==> config.mk <==
export PLATFORM = sky130hd
export DESIGN_NAME = ms_c2_serial_converter
export DESIGN_NICKNAME = d
export VERILOG_FILES = /design/src/rtl/ms_c2_serial_converter.sv
export SDC_FILE = /design/constraint.sdc
export NUM_CORES = 1
export LEC_CHECK = 0
export CELL_PAD_IN_SITES_DETAIL_PLACEMENT = 1
export CELL_PAD_IN_SITES_GLOBAL_PLACEMENT = 1
export CORE_MARGIN = 10
export CORE_UTILIZATION = 37
export CTS_CLUSTER_SIZE = 20
export DETAILED_ROUTE_END_ITERATION = 10
export PLACE_DENSITY_LB_ADDON = 0.08
export RECOVER_POWER = 50
export SYNTH_ARGS = -nofsm -noshare
export SYNTH_HDL_FRONTEND = slang
export SYNTH_SLANG_ARGS = --single-unit
==> constraint.sdc <==
create_clock -name clock -period 1.5 [get_ports clock]
set_clock_uncertainty 0.2 [all_clocks]
set_input_delay 0.3 -clock clock [delete_from_list [all_inputs] [get_ports clock]]
set_output_delay 0.3 -clock clock [all_outputs]
set_load 0.02 [all_outputs]
==> src/rtl/ms_c2_serial_converter.sv <==
// rtl/ms_c2_serial_converter.sv - bit-serial sign-magnitude <-> two's complement converter, LSB first
// Define MS_C2_SAT_EN to saturate z on MS->C2 overflow instead of wrapping.
module ms_c2_serial_converter #(
   parameter int N = 8
) (
   input  logic         clock,
   input  logic         reset_,
   input  logic         start,
   input  logic         mode,
   input  logic [N-1:0] x,
   input  logic         sgn_in,
   output logic         rfd,
   output logic         done,
   output logic [N-1:0] z,
   output logic         sgn_out,
   output logic         ow
);
   localparam int             CW      = (N > 1) ? $clog2(N) : 1;
   localparam logic [N-1:0]   MIN_MAG = {1'b1, {(N-1){1'b0}}};
   localparam logic [CW-1:0]  LAST    = CW'(N - 1);

   typedef enum logic [1:0] {IDLE, SHIFT, DONE} state_t;

   state_t        state_q, state_d;
   logic [N-1:0]  shreg_q, shreg_d;
   logic [N-1:0]  res_q, res_d;
   logic [N-1:0]  z_q, z_d;
   logic [CW-1:0] cnt_q, cnt_d;
   logic          neg_q, neg_d;
   logic          seen_q, seen_d;
   logic          ovf_q, ovf_d;
   logic          rfd_q, rfd_d;
   logic          done_q, done_d;
   logic          sgn_q, sgn_d;
   logic          ow_q, ow_d;
   logic          bit_in;

   always_comb begin
      state_d = state_q;
      shreg_d = shreg_q;
      res_d   = res_q;
      z_d     = z_q;
      cnt_d   = cnt_q;
      neg_d   = neg_q;
      seen_d  = seen_q;
      ovf_d   = ovf_q;
      sgn_d   = sgn_q;
      ow_d    = ow_q;
      done_d  = 1'b0;
      bit_in  = shreg_q[0];
      case (state_q)
         IDLE: begin
            if (start) begin
               shreg_d = x;
               neg_d   = mode ? x[N-1] : sgn_in;
               seen_d  = 1'b0;
               cnt_d   = '0;
               // Only -2^(N-1) fits when the magnitude MSB is set.
               ovf_d   = ~mode & x[N-1] & ~(sgn_in & (x == MIN_MAG));
               state_d = SHIFT;
            end
         end
         SHIFT: begin
            res_d   = {(neg_q ? (bit_in ^ seen_q) : bit_in), res_q[N-1:1]};
            seen_d  = seen_q | bit_in;
            shreg_d = shreg_q >> 1;
            cnt_d   = cnt_q + CW'(1);
            if (cnt_q == LAST) state_d = DONE;
         end
         DONE: begin
            z_d = res_q;
`ifdef MS_C2_SAT_EN
            if (ovf_q) z_d = neg_q ? MIN_MAG : ~MIN_MAG;
`endif
            sgn_d   = neg_q;
            ow_d    = ovf_q;
            done_d  = 1'b1;
            state_d = IDLE;
         end
         default: state_d = IDLE;
      endcase
      rfd_d = (state_d == IDLE);
   end

   always_ff @(posedge clock or negedge reset_) begin
      if (!reset_) begin
         state_q <= IDLE;
         shreg_q <= '0;
         res_q   <= '0;
         z_q     <= '0;
         cnt_q   <= '0;
         neg_q   <= 1'b0;
         seen_q  <= 1'b0;
         ovf_q   <= 1'b0;
         rfd_q   <= 1'b1;
         done_q  <= 1'b0;
         sgn_q   <= 1'b0;
         ow_q    <= 1'b0;
      end else begin
         state_q <= state_d;
         shreg_q <= shreg_d;
         res_q   <= res_d;
         z_q     <= z_d;
         cnt_q   <= cnt_d;
         neg_q   <= neg_d;
         seen_q  <= seen_d;
         ovf_q   <= ovf_d;
         rfd_q   <= rfd_d;
         done_q  <= done_d;
         sgn_q   <= sgn_d;
         ow_q    <= ow_d;
      end
   end

   assign rfd     = rfd_q;
   assign done    = done_q;
   assign z       = z_q;
   assign sgn_out = sgn_q;
   assign ow      = ow_q;
endmodule

==> key figures <==
Floorplanning
  – Die Y: about 83 µm
  – Core box area: roughly 3800 µm²
  – Count of standard-cell rows: 22
  – Die W: between 80 and 90 µm
  – Initial Util: around two fifths
  – I/O Pins: 25
  – Die area: just under 7000 µm²

Pwr
  – Power per cell area: around 1900 nW/µm²
  – Tot Pwr: roughly 0.0037 W
  – Worst vdd ir: approximately 0.95 mV
  – Leakage Power: roughly 0.98 nW

Global route
  – GRT Resource Usage Total: about 8.7%
  – Largest net degree at the start of global routing: 37
  – GR Overflow Total: 0
  – Global-route wire length before repair: 4990 µm
  – Antenna violations before repair: 0
  – Vias in the first global route: around 1100

Timing
  – Slew Viols, Final: 0
  – Post-route minimum period: about 1.5 ns
  – Worst-Margin Slew: 0.393 ns
  – Max Clk Rate: roughly 690 MHz
  – RSZ-0062 raised after global routing: no
  – Worst slew margin: between 70% and 80%
  – Fin. Hold Viols: 0
  – Final setup vio count: 0
  – Hold_ws: 0.198 ns
  – Final period util: between 90% and 100%

Clocking
  – Total setup buffers inserted after CTS: 0
  – Total CTS buffers: 5
  – Root buf cell: clkbuf_8
  – Hold buffer count at CTS: 0
  – Clk buf depth: 2
  – CTS tree: built
  – Clock sinks: 36
  – Clock latency on the worst-skew pair: around 0.28 ns
  – CTS H-tree depth: 2
  – Clock Pin Slew Worst Setup and Hold Paths: 0.07 ns

Synthesis
  – Post-Syn Area: about 1500 µm²
  – Mapped Nets: 142
  – Top post-synthesis cells by area: dfrtp_1 59%, mux2_2 8.3%, nand2_1 8.1%
  – Mean Syn Cell Area: around 12 µm²
  – Cells after synthesis: approximately 130
  – Leading area contributor after synthesis: dfrtp_1
  – Seq cells post-synth: 36
  – Post-synthesis sequential area ratio: between 60% and 70%
  – Synth unique cells: 23
  – Yosys warnings: 0
  – Area share of the largest cell type after synthesis: between 50 and 60%

Route
  – Drt drc: 0
  – Via density: 4.83
  – Antenna violation net count after detailed routing: 0
  – 1st-iter DRT viols: 28
  – Routed wire per std cell: ~14 µm
  – Vias: roughly 1000
  – Final WL: between 2000 and 3000 µm
  – First-pass DRT Iterations: 4

Placement
  – Placed Area: around 1800 µm²
  – DP HPWL: about 2100 µm
  – Port buffer count: 24
  – Placed Cells: slightly below 200
  – Gpl congestion: approximately 0.74

Worst setup path
  – Critical path's slowest cell: dfrtp_1
  – CP startpoint kind: flip-flop
  – Worst setup path class: reg2out
  – CP Max Fanout: 2
  – CP Capture Type: output pin
  – WP buf/inv: 1
  – R2R cell count: 4
  – CP max stage delay: between 0.3 and 0.4 ns
  – Required @ worst endpoint: 1.00 ns
  – Crit path depth: 1
  – CP arrival: 0.95 ns
  – Critical-path cell list: clkdlybuf4s15_1
  – Cell family with most CP delay: flip-flops

Run status
  – Run status: completed

Layout
  – Finished Cell Area: a little under 2000 µm²
  – Non-filler cells, final: 206
  – # fillers: slightly above 400
  – Share of layout cells above drive strength 1: 22.2%
  – N_diodes: 0
  – Layout Nets: between 150 and 200
  – Final core utilization: slightly above 50%
  – Layout area overhead: 29.9%

Min path
  – WHS Path Cells: 3
  – Hold Path Class: in2reg

Job
  – Number of max-cap violations: 0
==> routing by layer <==
layer	vias up	global-route usage, %	wire length [µm]
li1	482	-	-
met1	489	10.1	1420
met2	21	12.9	1280
met3	4	5.08	230
met4	0	3.63	46
met5	-	0	0
==> path summary, 6_finish.rpt <==
path	startpoint	endpoint	slack [ns]
max in group asynchronous	reset_	rfd	0.58
worst max register to register	state_q[1]	shreg_q[2]	0.07
worst min register to register	seen_q	seen_q	0.29
min in group asynchronous	reset_	z[0]	0.28
worst max-delay path	z[6]	z[6]	0.05
worst min-delay path	x[4]	shreg_q[4]	0.20
==> sequential cells by signal (all words and copies together), names as in the netlist <==
name and flops:
cnt_q 3, done 1, neg_q 1, ovf_q 1, ow 1, res_q 8, rfd 1, seen_q 1
sgn_out 1, shreg_q 8, state_q 2, z 8
==> logic make-up (layout without fill, tap and decap cells) <==
| logic type | after synthesis | count (layout) | synth area share [%] |
|---|---|---|---|
| flops | 36 | 36 | 60.6 |
| mux | 20 | 20 | 14.4 |
| fa+ha+maj | 3 | 3 | 2.52 |
| simple gates | 41 | 41 | 12.0 |
| buf+inv | 9 | 41 | 3.78 |
| compound gates | 17 | 17 | 6.64 |
==> area by class of cell <==
type | count | area (µm²) | area share (%)
repair buffers | 30 | 310 | 16.1
inverters | 3 | 11.3 | 0.583
clock inverters | 2 | 35.0 | 1.81
flip-flops and latches | 36 | 903 | 46.7
clock buffers | 6 | 72.6 | 3.75
well taps | 48 | 60.1 | 3.11
multi-input cells | 81 | 541 | 28.0
==> synthesized netlist by cell type <==
cell type and count:
inv_1 3, dfrtp_1 35, a21oi_1 3, ha_1 3
nor3b_1 1, buf_8 1, nor4_1 1, or2b_1 1
buf_2 3, o21ai_0 9, o21ai_1 1, nor2b_2 1
mux2i_1 9, nor2_1 2, buf_6 1, a22o_1 3
clkbuf_1 1, mux2_2 11, dfstp_2 1, nand2_1 32
o21bai_1 1, nor4b_1 1, nand2b_1 2
==> placed cells by master, fill, tap and decap left out <==
cell,instances
dfrtp_1,34
nand2_1,32
mux2_2,11
mux2i_1,9
o21ai_0,9
clkdlybuf4s50_1,9
clkdlybuf4s15_1,6
clkbuf_8,5
clkbuf_2,5
buf_12,4
a21oi_1,3
inv_1,3
a22o_1,3
ha_1,3
nor2_1,2
nand2b_1,2
dlymetal6s2s_1,2
buf_4,2
o21bai_1,1
nor2b_2,1
or2b_1,1
nor3b_2,1
nor4b_1,1
nor4_2,1
o21ai_1,1
bufinv_16,1
clkinv_2,1
clkbuf_1,1
dlygate4sd3_1,1
buf_2,1
dfstp_2,1
dfrtp_2,1
==> where the power goes <==
part	leakage, nW	switching (W)	internal (W)
combinational	0.473	0.000659	0.000607
sequential	0.456	0.000242	0.00138
clock	0.0552	0.000327	0.000493
==> through the flow <==
stage	TNS (ns)	setup WS, ns
final	0	0.0480
after global routing	0	0.0000221
after CTS	0	0.00160
after detailed placement	-1.73	-0.399
after global placement	-1.47	-0.383
after floorplan	0	0.0412
==> what timing repair did <==
action | in CTS | in global routing
gates resized for setup | 20 | 16
endpoints found under the setup margin | 14 | 18
pin swaps | 0 | 2
No activity file was read; power rests on OpenSTA's default activity.
